===== src/rtl/mcpu_pkg.sv =====
// Shared MCPU constants, loader state encoding and the frame checksum helper.
package mcpu_pkg;

    localparam int WORD_SIZE   = 16;
    localparam int ADDR_SIZE   = 8;
    localparam int OPCODE_SIZE = 4;
    localparam int RAM_SIZE    = 2 ** ADDR_SIZE;

    localparam logic [7:0] SYNC_BYTE = 8'hA5;

    typedef enum logic [2:0] {
        S_IDLE = 3'd0,
        S_LEN  = 3'd1,
        S_HI   = 3'd2,
        S_LO   = 3'd3,
        S_CHK  = 3'd4,
        S_DONE = 3'd5,
        S_ERR  = 3'd6
    } loader_state_t;

    // Running XOR over the data bytes of a frame.
    function automatic logic [7:0] chk_update(input logic [7:0] chk, input logic [7:0] data);
        return chk ^ data;
    endfunction

endpackage


===== src/rtl/program_loader.sv =====
// Framed byte-stream loader: writes a program image into MCPU RAM and holds
// the CPU in reset until a frame with a good checksum has been loaded.
module program_loader #(
    parameter int         WORD_SIZE = mcpu_pkg::WORD_SIZE,
    parameter int         ADDR_SIZE = mcpu_pkg::ADDR_SIZE,
    parameter logic [7:0] SYNC_BYTE = mcpu_pkg::SYNC_BYTE
) (
    input  logic                 clk,
    input  logic                 reset,
    input  logic                 in_valid,
    input  logic [7:0]           in_data,
    output logic                 in_ready,
    output logic                 ram_we,
    output logic [ADDR_SIZE-1:0] ram_addr,
    output logic [WORD_SIZE-1:0] ram_wdata,
    output logic                 cpu_reset,
    output logic                 busy,
    output logic                 done,
    output logic                 err,
    output logic [ADDR_SIZE:0]   words_loaded
);
    import mcpu_pkg::*;

    localparam logic [ADDR_SIZE:0] FULL_FRAME = (ADDR_SIZE+1)'(2 ** ADDR_SIZE);

    loader_state_t        state_r;
    logic [ADDR_SIZE:0]   len_r;
    logic [ADDR_SIZE-1:0] addr_r;
    logic [7:0]           hi_r;
    logic [7:0]           chk_r;
    logic                 accept_s;

    assign accept_s = in_valid && in_ready;

    // Frame FSM with all outputs registered alongside the state.
    always_ff @(posedge clk) begin
        if (reset) begin
            state_r      <= S_IDLE;
            len_r        <= '0;
            addr_r       <= '0;
            hi_r         <= 8'h00;
            chk_r        <= 8'h00;
            in_ready     <= 1'b0;
            ram_we       <= 1'b0;
            ram_addr     <= '0;
            ram_wdata    <= '0;
            cpu_reset    <= 1'b1;
            busy         <= 1'b0;
            done         <= 1'b0;
            err          <= 1'b0;
            words_loaded <= '0;
        end else begin
            in_ready <= 1'b1;
            ram_we   <= 1'b0;
            if (accept_s) begin
                case (state_r)
                    S_IDLE: begin
                        if (in_data == SYNC_BYTE) begin
                            state_r <= S_LEN;
                            busy    <= 1'b1;
                        end else begin
                            state_r <= S_IDLE;
                        end
                    end
                    S_LEN: begin
                        // A zero length byte encodes a full-RAM image.
                        len_r        <= (in_data == 8'h00) ? FULL_FRAME : (ADDR_SIZE+1)'(in_data);
                        chk_r        <= 8'h00;
                        addr_r       <= '0;
                        words_loaded <= '0;
                        state_r      <= S_HI;
                    end
                    S_HI: begin
                        hi_r    <= in_data;
                        chk_r   <= chk_update(chk_r, in_data);
                        state_r <= S_LO;
                    end
                    S_LO: begin
                        chk_r        <= chk_update(chk_r, in_data);
                        ram_we       <= 1'b1;
                        ram_addr     <= addr_r;
                        ram_wdata    <= WORD_SIZE'({hi_r, in_data});
                        addr_r       <= addr_r + ADDR_SIZE'(1);
                        words_loaded <= words_loaded + (ADDR_SIZE+1)'(1);
                        if ((words_loaded + (ADDR_SIZE+1)'(1)) == len_r) begin
                            state_r <= S_CHK;
                        end else begin
                            state_r <= S_HI;
                        end
                    end
                    S_CHK: begin
                        busy <= 1'b0;
                        if (in_data == chk_r) begin
                            state_r   <= S_DONE;
                            done      <= 1'b1;
                            cpu_reset <= 1'b0;
                        end else begin
                            state_r <= S_ERR;
                            err     <= 1'b1;
                        end
                    end
                    S_DONE, S_ERR: begin
                        if (in_data == SYNC_BYTE) begin
                            state_r   <= S_LEN;
                            done      <= 1'b0;
                            err       <= 1'b0;
                            cpu_reset <= 1'b1;
                            busy      <= 1'b1;
                        end else begin
                            state_r <= state_r;
                        end
                    end
                    default: begin
                        state_r   <= S_IDLE;
                        busy      <= 1'b0;
                        done      <= 1'b0;
                        err       <= 1'b0;
                        cpu_reset <= 1'b1;
                    end
                endcase
            end else begin
                state_r <= state_r;
            end
        end
    end

endmodule


===== config.mk =====
export PLATFORM = sky130hd
export DESIGN_NAME = program_loader
export DESIGN_NICKNAME = d
export VERILOG_FILES = /design/src/rtl/mcpu_pkg.sv /design/src/rtl/program_loader.sv
export SDC_FILE = /design/constraint.sdc
export NUM_CORES = 1
export LEC_CHECK = 0
export ABC_CLOCK_PERIOD_IN_PS = 2000
export CORE_ASPECT_RATIO = 0.7
export CORE_MARGIN = 2
export CORE_UTILIZATION = 51
export CTS_BUF_LIST = sky130_fd_sc_hd__clkbuf_4 sky130_fd_sc_hd__clkbuf_8
export DETAILED_ROUTE_END_ITERATION = 16
export PLACE_DENSITY = 0.79
export SYNTH_ARGS = -nofsm -noshare
export SYNTH_HDL_FRONTEND = slang
export SYNTH_SLANG_ARGS = --single-unit

===== constraint.sdc =====
create_clock -name clk -period 2 [get_ports clk]
set_clock_uncertainty 0.1 [all_clocks]
set_input_delay 0.3 -clock clk [delete_from_list [all_inputs] [get_ports clk]]
set_output_delay 0.3 -clock clk [all_outputs]
set_load 0.005 [all_outputs]

**Yosys cells after proc, flatten, opt, wreduce, memory -nomap -nowiden**

Index checks and enable logic that the tools add are counted.
W data, S select, Z words.

- Flip-flop bits (word level): 75
- Output and inout port bits: 39
- Logic and storage cells: 73

- Add/subtract/negate cells: 2
- Equal/unequal tests: 13
- Muxes and demuxes: 20
- Bitwise gates (word level): 4
- Reduce and logical (&&, ||, !) cells: 20

Operator list:

| operator | number |
|---|---|
| $pmux W8 S2 | 2 |
| $pmux W3 S6 | 1 |
| $pmux W9 S2 | 1 |
| $reduce_and A2 Y1 | 6 |
| $add A9 B1 Y9 const B | 1 |
| $eq A3 B3 Y1 const B | 3 |
| $eq A9 B9 Y1 | 1 |
| $mux W9 | 1 |
| $pmux W1 S3 | 3 |
| $add A8 B1 Y8 const B | 1 |
| $eq A8 B8 Y1 | 1 |
| $eq A8 B8 Y1 const B | 1 |
| $logic_not A8 Y1 | 1 |
| $mux W1 | 8 |
| $reduce_and A4 Y1 | 2 |
| $xor A8 B8 Y8 | 1 |
| $eq A3 B2 Y1 const B | 2 |
| $mux W3 | 2 |
| $ne A2 B2 Y1 const B | 3 |
| $reduce_or A2 Y1 | 3 |
| $reduce_or A3 Y1 | 2 |
| $reduce_bool A2 Y1 | 2 |
| $reduce_or A4 Y1 | 1 |
| $eq A3 B1 Y1 const B | 1 |
| 7 further kinds | 9 |

**Depth between registers and ports, before layout**

Gate-level depths: netlist (run 1).

- Depth in word-level cells: 4
- Mapped depth: 7
- Mapped depth without buffers: 6

**Worst setup path after synthesis (run 1)**

OpenSTA, ideal clock, no wires.

- Path kind: register -> register
- Start: reg words_loaded[1]
- End: reg state_r[1]
- Data arrival time: 1.778 ns
- Data required time: 1.768 ns
- Path slack: -0.010 ns
- Cell stages (with the launch flop): 8
- Path buffers: 1
- Period minus slack after synthesis: 2.010 ns
- Cell sequence: dfxtp_1 ha_1 and4_1 clkbuf_1 a21oi_1 o211a_1 nor4_2 o32ai_1

- Word-level cells in the longest chain between the ends: 4

Ends and longest elaborated chain:

| element | RTL line | source |
|---|---|---|
| from (decl) | program_loader.sv:20 | `output logic [ADDR_SIZE:0] words_loaded` |
| from (signal assigned) | program_loader.sv:84 | `words_loaded <= words_loaded + (ADDR_SIZE+1)'(1);` |
| $add A9 B1 Y9 | program_loader.sv:85 | `if ((words_loaded + (ADDR_SIZE+1)'(1)) == len_r) begin` |
| $eq A9 B9 Y1 | program_loader.sv:85 |  |
| $mux W3 | program_loader.sv:85 |  |
| $pmux W3 S6 | program_loader.sv:56 | `case (state_r)` |
| to (signal assigned) | program_loader.sv:110 | `state_r <= state_r;` |
| to (signal assigned) | program_loader.sv:122 | `state_r <= state_r;` |
| to (decl) | program_loader.sv:26 | `loader_state_t state_r;` |

No other way between the ends.
A chain may end at the register's enable or synchronous reset.

**Final worst setup path (run 1)**

- Start: reg words_loaded[5]
- End: out words_loaded[5]

No word-level cell between the ends.

==> results of run 1 <==
## cell usage in the layout (no fill, tap or decap), types with 2 or more instances in the layout
cell type        instances
o21ai_0                 35
nand2_1                 78
and3_1                   3
bufinv_16                2
a22o_1                   2
nand4_1                  6
dlymetal6s2s_1           2
and4_1                   2
dfxtp_1                 75
clkinv_4                 3
o211a_1                  2
clkdlybuf4s50_1         46
nand3b_1                 8
nor4_1                   3
inv_1                    5
clkbuf_8                10
nand3_1                  7
and2_1                   2
o211ai_1                 2
o21ai_1                  2
o21a_1                   3
xor2_1                  18
o31ai_1                  2
a21oi_1                 58
buf_4                   43
xnor2_1                 11
nor2_1                  30
## metrics by stage
stage          setup slack [ns]  TNS, ns  cells  util, %  hold slack [ns]
5_1_grt                  0.0142        0    582     69.1            0.126
3_5_place_dp             -0.351    -1.88    566     65.1            0.344
4_1_cts                  0.0114        0    582     68.8            0.119
3_3_place_gp             -0.278    -1.43    566     65.1            0.342
2_1_floorplan           0.00918        0    413        -            0.312
6_report                  0.109        0    582     69.1            0.132
## layer usage
metal / global-route usage, % / up-vias
met1: 31.3 / 1493
met5: 0 / -
met3: 7.51 / 11
li1: - / 1565
met4: 6.67 / 0
met2: 37.8 / 95
## worst paths after layout
check,from,endpoint
setup / recovery,words_loaded[5],words_loaded[5]
hold / removal,reset,busy
setup reg to reg,words_loaded[0],state_r[1]
hold reg to reg,ram_wdata[0],ram_wdata[0]
## flip-flops by register name, indices dropped and copies added (netlist names)
| signal | count |
|---|---|
| err | 1 |
| hi_r | 8 |
| busy | 1 |
| ram_wdata | 16 |
| chk_r | 8 |
| ram_we | 1 |
| len_r | 9 |
| addr_r | 8 |
| state_r | 3 |
| done | 1 |
| cpu_reset | 1 |
| words_loaded | 9 |
| in_ready | 1 |
| ram_addr | 8 |
## final cells by class
| type | instances | area share (%) |
|---|---|---|
| clock buffer | 10 | 3.13 |
| clock inverter | 6 | 2.22 |
| inverter | 5 | 0.427 |
| multi-input combinational | 302 | 38.5 |
| sequential | 75 | 34.1 |
| tap | 91 | 2.59 |
| timing repair buffer | 93 | 19.0 |
## kinds of logic after synthesis
logic type | share of synthesized area [%]
compound gates | 19.3
xor+xnor | 7.43
fa+ha+maj | 1.02
buf+inv | 6.92
flops | 43.9
mux | 0.293
simple gates | 21.1
## repair_timing
action | 4_1_cts | 5_1_grt
hold buffers | 0 | 0
setup endpoints to repair | 0 | 4
resized for setup | 0 | 5
hold endpoints to repair | 0 | 0
## where the power goes
group	internal (W)	leakage, nW	switching, W
clock	0.000751	0.119	0.000585
combinational	0.0000481	0.891	0.0000652
sequential	0.00149	0.604	0.00000125
total	0.00229	1.61	0.000651
==> impl_metrics.py, run 1 <==
metrics = {
    "placed_design": {
        "place.port_buffers": 49,
        "placed_area_um2": 4150,
        "place_congestion": 0.855,
        "dpl.hpwl_um": 5900,
    },
    "detailed_routing": {
        "via_count": 3164,
        "vias_per_cell": 5.44,
        "drt-met1-wl_um": 3870,
        "detail_route.first_pass.iterations": 4,
        "wl_met2_um": 3790,
        "ant_nets": 0,
        "drt-total-wl_um": 8190,
        "drc": 0,
        "routedWlPerCell_um": 14.1,
        "drt-initial-drc-count": 186,
        "dr.max_layer_used": "met4",
        "wl_met3_um": 454,
    },
    "synth": {
        "synth_ff_type": "dfxtp_1",
        "post_synth_instance_area_um2": 3420,
        "synth.cells.most_frequent": "78 x nand2_1, 75 x dfxtp_1, 58 x a21oi_1",
        "top_cells_by_area_synth": "dfxtp_1 44%, nand2_1 8.6%, a21oi_1 8.5%",
        "post_synth_top_area_share_pct": 43.9,
        "synthArstFlopShare_pct": 0,
        "synth_area_leader_cell": "dfxtp_1",
        "yosysSeqAreaShare_pct": 43.9,
        "ys_ff_latch": 75,
        "synth.avg_cell_area_um2": 8.28,
        "yosys.cell_count.top_type": "nand2_1",
        "postSynthNetCount": 426,
        "number_of_synthesized_flops_with_an_enable_pin": 0,
        "yosys.cell_types.count": 55,
        "syn-instance-count": 413,
        "ys_warn_count": 0,
    },
    "grt": {
        "grt_max_degree": 52,
        "number_of_global_route_vias_before_repair": 3050,
        "track_usage_pct": 23.7,
        "global_route_wire_length_before_repair_um": 13700,
        "number_of_antenna_violations_at_the_first_check_in_global_routing": 0,
        "grt_remaining_overflow": 0,
    },
    "finish": {
        "layout.filler_cells": 523,
        "post_route_cells_drive_above_1_share_pct": 14.3,
        "syn2layout_area_growth_pct": 28.6,
        "multi_input_comb_area_um2": 1690,
        "antenna_cells": 0,
        "fin_nets": 499,
        "fin_area_um2": 4400,
        "seq_area_um2": 1500,
    },
    "setup_path": {
        "path_depth": 1,
        "path_delay_family": "buffers and inverters",
        "worstSetupStartpointType": "register",
        "worst-path-max-fanout": 12,
        "endpoint_kind": "output port",
        "timing.reg2reg.worst_path_depth": 6,
        "timing.critical_path.arrival_ns": 1.49,
        "reg2reg_setup_slack_ns": 0.15,
        "setup_crit_path_kind": "reg2out",
        "cp_buf_inv_count": 1,
        "worstPathCellList": "clkdlybuf4s50_1",
        "cp.required_ns": 1.60,
        "worst_path_max_delay_cell": "clkdlybuf4s50_1",
        "crit_path_max_incr_delay_ns": 0.58,
    },
    "floorplanning": {
        "chip_height_um": 72.5,
        "io-pin-count": 50,
        "std_cell_rows": 24,
        "core_region_area_um2": 6370,
        "overall_die_area_um2": 7380,
        "initial_utilization_pct": 53.7,
        "die_w_um": 102,
    },
    "sta": {
        "setup_viol": 0,
        "slew_headroom_pct": 62.7,
        "layout_worst_path_cycle_share_pct": 94.5,
        "timing_hold_violations_final": 0,
        "setup_repair_after_global_routing_missed_its_margin": "false",
        "layout_min_cycle_time_ns": 1.89,
        "timing.fmax_ghz": 0.529,
        "tightestPinTransition_ns": 0.556,
        "maxSlewViolCount": 0,
    },
    "pwr": {
        "power.density_cell_area_nw_per_um2": 669,
        "overall_power_after_layout_w": 0.00294,
        "ir_drop_mv": 0.324,
        "cellLeakagePower_nw": 1.61,
    },
    "cts": {
        "clock_tree_from_tritoncts": "done",
        "tritoncts.num_buffers": 9,
        "post-cts-setup-buffers": 0,
        "worst_setup_hold_path_clk_slew_ns": 0.08,
        "cts_root_buf": "clkbuf_8",
        "tritoncts_num_sinks": 75,
        "clock_insertion_delay_worst_skew_ns": 0.35,
        "maximum_buffer_depth_of_the_clock_tree": 2,
        "h-tree-depth": 3,
    },
    "worst_hold_path": {
        "min_path_type": "in2reg",
        "worst_hold_path.num_cells": 2,
    },
    "status": {
        "outcome": "finished clean",
    },
    "run": {
        "cap_violations": 0,
    },
}
No activity file was read; power rests on OpenSTA's default activity.
==> inputs of run 2 (changes only) <==
--- a/config.mk
+++ b/config.mk
@@ -6,12 +6,14 @@
 export NUM_CORES = 1
 export LEC_CHECK = 0
 export ABC_CLOCK_PERIOD_IN_PS = 2000
+export CELL_PAD_IN_SITES_DETAIL_PLACEMENT = 0
+export CELL_PAD_IN_SITES_GLOBAL_PLACEMENT = 1
 export CORE_ASPECT_RATIO = 0.7
 export CORE_MARGIN = 2
-export CORE_UTILIZATION = 51
+export CORE_UTILIZATION = 38
 export CTS_BUF_LIST = sky130_fd_sc_hd__clkbuf_4 sky130_fd_sc_hd__clkbuf_8
 export DETAILED_ROUTE_END_ITERATION = 16
-export PLACE_DENSITY = 0.79
+export PLACE_DENSITY_LB_ADDON = 0.1
 export SYNTH_ARGS = -nofsm -noshare
 export SYNTH_HDL_FRONTEND = slang
 export SYNTH_SLANG_ARGS = --single-unit
==> impl_metrics.py, run 2 (same netlist as run 1, synthesis figures left out) <==
metrics = {
    "sta": {
        "layout_worst_path_cycle_share_pct": 96.1,
        "worst_hold_slack_ns": 0.180,
        "maxSlewViolCount": 0,
        "layout_min_cycle_time_ns": 1.92,
        "timing.fmax_ghz": 0.520,
        "tightestPinTransition_ns": 0.542,
        "timing_hold_violations_final": 0,
        "setup_viol": 0,
        "slew_headroom_pct": 63.6,
        "setup_repair_after_global_routing_missed_its_margin": "false",
    },
    "finish": {
        "largest_register_ffs": 16,
        "layout.filler_cells": 857,
        "antenna_cells": 0,
        "fin_nets": 501,
        "most-common-layout-cells": "78 x nand2_1, 75 x dfxtp_1, 58 x a21oi_1, 46 x clkdlybuf4s50_1, 45 x buf_4",
        "top_register": "ram_wdata",
        "largest_registers": "ram_wdata x16, len_r x9, words_loaded x9",
        "syn2layout_area_growth_pct": 29.8,
        "layout.core_utilization_pct": 51.7,
        "mostFrequentLayoutCell": "nand2_1",
        "post_route_cells_drive_above_1_share_pct": 14.2,
    },
    "cts": {
        "tritoncts.num_buffers": 9,
        "cts_repair_resize_count": 0,
        "h-tree-depth": 3,
        "post-cts-setup-buffers": 0,
        "clock_tree_from_tritoncts": "done",
        "clock_insertion_delay_worst_skew_ns": 0.36,
        "worst_setup_hold_path_clk_slew_ns": 0.08,
        "tritoncts_num_sinks": 75,
        "maximum_buffer_depth_of_the_clock_tree": 2,
        "cts_root_buf": "clkbuf_8",
        "postCtsHoldBufs": 0,
    },
    "detailed_routing": {
        "detail_route.first_pass.iterations": 4,
        "drt-total-wl_um": 8600,
        "routedWlPerCell_um": 14.1,
        "ant_nets": 0,
        "vias_per_cell": 4.98,
        "via_count": 3049,
        "drt-initial-drc-count": 201,
        "drc": 0,
    },
    "placed_design": {
        "dpl.hpwl_um": 6170,
        "place.port_buffers": 49,
        "place_congestion": 0.781,
    },
    "worst_hold_path": {
        "min_path_type": "in2reg",
    },
    "grt": {
        "number_of_antenna_violations_at_the_first_check_in_global_routing": 0,
        "global_route_wire_length_before_repair_um": 14500,
        "track_usage_pct": 18.3,
        "number_of_global_route_vias_before_repair": 2844,
        "grt_remaining_overflow": 0,
        "grt_max_degree": 45,
    },
    "floorplanning": {
        "chip_height_um": 83.4,
        "overall_die_area_um2": 9780,
        "initial_utilization_pct": 39.8,
        "core_region_area_um2": 8580,
        "std_cell_rows": 28,
        "io-pin-count": 50,
        "die_w_um": 117,
    },
    "pwr": {
        "cellLeakagePower_nw": 1.62,
        "power.density_cell_area_nw_per_um2": 663,
        "ir_drop_mv": 0.319,
    },
    "setup_path": {
        "worst-path-max-fanout": 5,
        "setup_crit_path_kind": "in2reg",
        "endpoint_kind": "register",
        "cp.required_ns": 2.14,
        "worstSetupStartpointType": "input pin",
        "timing.critical_path.arrival_ns": 2.07,
    },
    "status": {
        "outcome": "finished clean",
    },
    "run": {
        "cap_violations": 0,
    },
}
==> run 2: changes by cell type in the layout (fill, tap and decap cells not counted) <==
cell      delta
and4_4       -1
clkinv_2     +1
clkbuf_8     +1
clkinv_4     -2
buf_4        +2
inv_8        -1
and4_1       +1
==> run 2: area by class of cell <==
type | instances | area (um2) | share of cell area, %
well taps | 120 | 150 | 3.39
multi-input cells | 302 | 1690 | 38.1
clock inverters | 4 | 73.8 | 1.66
repair buffers | 95 | 848 | 19.1
inverters | 5 | 18.8 | 0.423
clock buffers | 11 | 151 | 3.41
flip-flops and latches | 75 | 1500 | 33.9
==> run 2: per-stage QoR <==
step                setup WS (ns)  instances  cell area, um2  TNS, ns  total power (W)
floorplan                 0.00918        413            3420        0          0.00158
global placement           -0.321        597            4200    -1.78          0.00164
detailed placement         -0.342        597            4200    -1.91          0.00164
CTS                        0.0338        612            4420        0          0.00298
global route               0.0108        612            4440        0          0.00304
finish                     0.0774        612            4440        0          0.00294
==> run 2: power breakdown <==
group | switching, W | internal, W
clock | 0.000569 | 0.000764
combinational | 0.0000672 | 0.0000468
sequential | 0.00000115 | 0.00149
total | 0.000637 | 0.00230
==> run 2: final timing paths <==
check,startpoint,endpoint,slack [ns],depth (start not counted)
setup / recovery,in_data[3],state_r[2],0.08,6
hold / removal,in_data[4],ram_wdata[4],0.18,3
setup reg to reg,words_loaded[0],state_r[1],0.10,6
hold reg to reg,hi_r[6],ram_wdata[14],0.35,2
==> run 2: critical path, stage by stage <==
cell	delay, ns
clkdlybuf4s50_1	0.49
or4_4	0.57
nor2_4	0.16
maj3_1	0.22
nand2_1	0.07
a32o_1	0.25
==> run 2: metal layers <==
| metal | up-vias | global-route usage [%] | share of wire, % |
|---|---|---|---|
| li1 | 1573 | - | - |
| met1 | 1410 | 26.8 | 51 |
| met2 | 57 | 25.9 | 44 |
| met3 | 9 | 5.22 | 4.5 |
| met4 | 0 | 5.15 | 1.0 |
| met5 | - | 0 | 0 |
==> inputs of run 3 (changes only) <==
--- a/config.mk
+++ b/config.mk
@@ -5,12 +5,14 @@
 export SDC_FILE = /design/constraint.sdc
 export NUM_CORES = 1
 export LEC_CHECK = 0
+export ABC_AREA = 1
 export ABC_CLOCK_PERIOD_IN_PS = 2000
+export CAP_MARGIN = 20
 export CELL_PAD_IN_SITES_DETAIL_PLACEMENT = 0
 export CELL_PAD_IN_SITES_GLOBAL_PLACEMENT = 1
 export CORE_ASPECT_RATIO = 0.7
 export CORE_MARGIN = 2
-export CORE_UTILIZATION = 38
+export CORE_UTILIZATION = 36
 export CTS_BUF_LIST = sky130_fd_sc_hd__clkbuf_4 sky130_fd_sc_hd__clkbuf_8
 export DETAILED_ROUTE_END_ITERATION = 16
 export PLACE_DENSITY_LB_ADDON = 0.1
==> impl_metrics.py, run 3 <==
metrics = {
    "status": {
        "outcome": "finished clean",
    },
    "detailed_routing": {
        "via_count": 3051,
        "wl_met2_um": 3510,
        "drt-total-wl_um": 8460,
        "drc": 0,
        "wl_met3_um": 435,
        "drt-met1-wl_um": 4420,
        "ant_nets": 0,
        "routedWlPerCell_um": 13.4,
        "vias_per_cell": 4.81,
        "dr.max_layer_used": "met4",
        "drt-initial-drc-count": 161,
        "detail_route.first_pass.iterations": 4,
    },
    "sta": {
        "setup_viol": 0,
        "fin_ws_ns": 0.144,
        "worst_hold_slack_ns": 0.349,
        "slew_headroom_pct": 75.4,
        "maxSlewViolCount": 0,
        "timing_hold_violations_final": 0,
        "timing.fmax_ghz": 0.539,
        "tightestPinTransition_ns": 0.367,
        "layout_worst_path_cycle_share_pct": 92.8,
        "layout_min_cycle_time_ns": 1.86,
    },
    "cts": {
        "worst_setup_hold_path_clk_slew_ns": 0.08,
        "tritoncts.num_buffers": 9,
        "tritoncts_num_sinks": 75,
        "maximum_buffer_depth_of_the_clock_tree": 2,
        "postCtsHoldBufs": 0,
        "post-cts-setup-buffers": 0,
        "clock_tree_from_tritoncts": "done",
        "clock_insertion_delay_worst_skew_ns": 0.35,
        "h-tree-depth": 3,
        "cts_repair_resize_count": 0,
        "cts_root_buf": "clkbuf_8",
    },
    "finish": {
        "layout.filler_cells": 887,
        "post_route_cells_drive_above_1_share_pct": 14.4,
        "fin_nets": 522,
        "syn2layout_area_growth_pct": 34.2,
        "mostFrequentLayoutCell": "nand2_1",
        "largest_registers": "ram_wdata x16, len_r x9, words_loaded x9",
        "largest_register_ffs": 16,
        "antenna_cells": 0,
        "seq_area_um2": 1510,
        "final_cells": 634,
        "most-common-layout-cells": "75 x nand2_1, 72 x dfxtp_1, 50 x inv_1, 49 x clkdlybuf4s50_1, 41 x a21oi_1",
        "multi_input_comb_area_um2": 1480,
        "top_register": "ram_wdata",
    },
    "pwr": {
        "power.density_cell_area_nw_per_um2": 693,
        "cellLeakagePower_nw": 1.68,
        "overall_power_after_layout_w": 0.00300,
        "ir_drop_mv": 0.383,
    },
    "synth": {
        "top_cells_by_area_synth": "dfxtp_1 46%, nand2_1 8.8%, a21oi_1 6.4%",
        "yosys.cell_count.top_type": "nand2_1",
        "yosys.cell_types.count": 38,
        "synth_ff_type": "dfxtp_1",
        "synthArstFlopShare_pct": 0,
        "ys_ff_latch": 75,
        "post_synth_top_area_share_pct": 46.5,
        "postSynthNetCount": 442,
        "post_synth_instance_area_um2": 3230,
        "syn-instance-count": 429,
        "yosysSeqAreaShare_pct": 46.5,
        "ys_warn_count": 0,
        "synth_area_leader_cell": "dfxtp_1",
        "synth.avg_cell_area_um2": 7.53,
        "synth.cells.most_frequent": "76 x nand2_1, 75 x dfxtp_1, 51 x inv_1",
        "number_of_synthesized_flops_with_an_enable_pin": 0,
    },
    "floorplanning": {
        "overall_die_area_um2": 9760,
        "std_cell_rows": 28,
        "initial_utilization_pct": 37.6,
        "chip_height_um": 83.3,
        "core_region_area_um2": 8580,
        "die_w_um": 117,
        "io-pin-count": 50,
    },
    "setup_path": {
        "timing.critical_path.arrival_ns": 1.99,
        "endpoint_kind": "register",
        "worst-path-max-fanout": 5,
        "setup_crit_path_kind": "reg2reg",
        "timing.reg2reg.worst_path_depth": 14,
        "worstSetupStartpointType": "register",
        "cp.required_ns": 2.13,
    },
    "grt": {
        "global_route_wire_length_before_repair_um": 14000,
        "grt_max_degree": 33,
        "track_usage_pct": 18.5,
        "number_of_global_route_vias_before_repair": 2800,
        "grt_remaining_overflow": 0,
        "number_of_antenna_violations_at_the_first_check_in_global_routing": 0,
    },
    "placed_design": {
        "detailedPlace.worstSlack_ns": -0.0416,
        "dpl.hpwl_um": 6170,
        "place_congestion": 0.869,
        "place.port_buffers": 49,
        "place.detailed.instances": 618,
    },
    "worst_hold_path": {
        "min_path_type": "reg2reg",
        "worst_hold_path.num_cells": 1,
    },
    "run": {
        "cap_violations": 0,
    },
}
run 3: cell type report:
cell class / count / area share (%)
Sequential cell: 75 / 34.7
Multi-Input combinational cell: 285 / 34.1
Timing Repair Buffer: 83 / 17.5
Inverter: 55 / 4.94
Tap cell: 120 / 3.46
Clock buffer: 11 / 3.35
Clock inverter: 5 / 1.96
run 3: worst paths after layout:
path | start | to | slack [ns]
max | words_loaded[0] | state_r[1] | 0.14
min | addr_r[5] | addr_r[6] | 0.35
max reg2reg | words_loaded[0] | state_r[1] | 0.14
min reg2reg | addr_r[5] | addr_r[6] | 0.35
run 3: kinds of logic after synthesis:
family          synth area share, %
compound gates                 18.1
xor+xnor                       2.17
simple gates                   23.7
flops                          46.5
fa+ha+maj                     0.774
buf+inv                        8.71
run 3: metrics by stage:
| step | utilization, % | instance area (um2) | setup TNS, ns |
|---|---|---|---|
| CTS | 50.1 | 4300 | 0 |
| global placement | 47.4 | 4070 | -0.0206 |
| finish | 50.5 | 4340 | 0 |
| detailed placement | 47.4 | 4070 | -0.0470 |
| global route | 50.5 | 4340 | -0.0214 |
| floorplan | - | 3230 | 0 |
run 3: metal layers:
| layer | track usage [%] | vias up |
|---|---|---|
| met1 | 27.8 | 1376 |
| met5 | 0 | - |
| li1 | - | 1593 |
| met2 | 25.0 | 73 |
| met3 | 5.69 | 9 |
| met4 | 5.45 | 0 |
run 3: worst max-delay path, stage by stage, from the launching register on:
cell and delay, ns:
dfxtp_1 0.40, buf_4 0.17, inv_1 0.10, nor2_4 0.16, nand2_1 0.09, nand2_1 0.09
nand3_1 0.06, nand2_1 0.08, nand2_1 0.07, nor2_2 0.12, nand2_1 0.07, nand2_1 0.06
nand2_1 0.04, nand2_1 0.05, a21oi_1 0.05
run 3: report_power, final:
group / internal (W) / total (W) / leakage, nW / switching, W
Combinational: 0.0000668 / 0.000158 / 0.961 / 0.0000913
Clock: 0.000757 / 0.00134 / 0.114 / 0.000583
Sequential: 0.00150 / 0.00150 / 0.606 / 0.00000541
Total: 0.00232 / 0.00300 / 1.68 / 0.000680
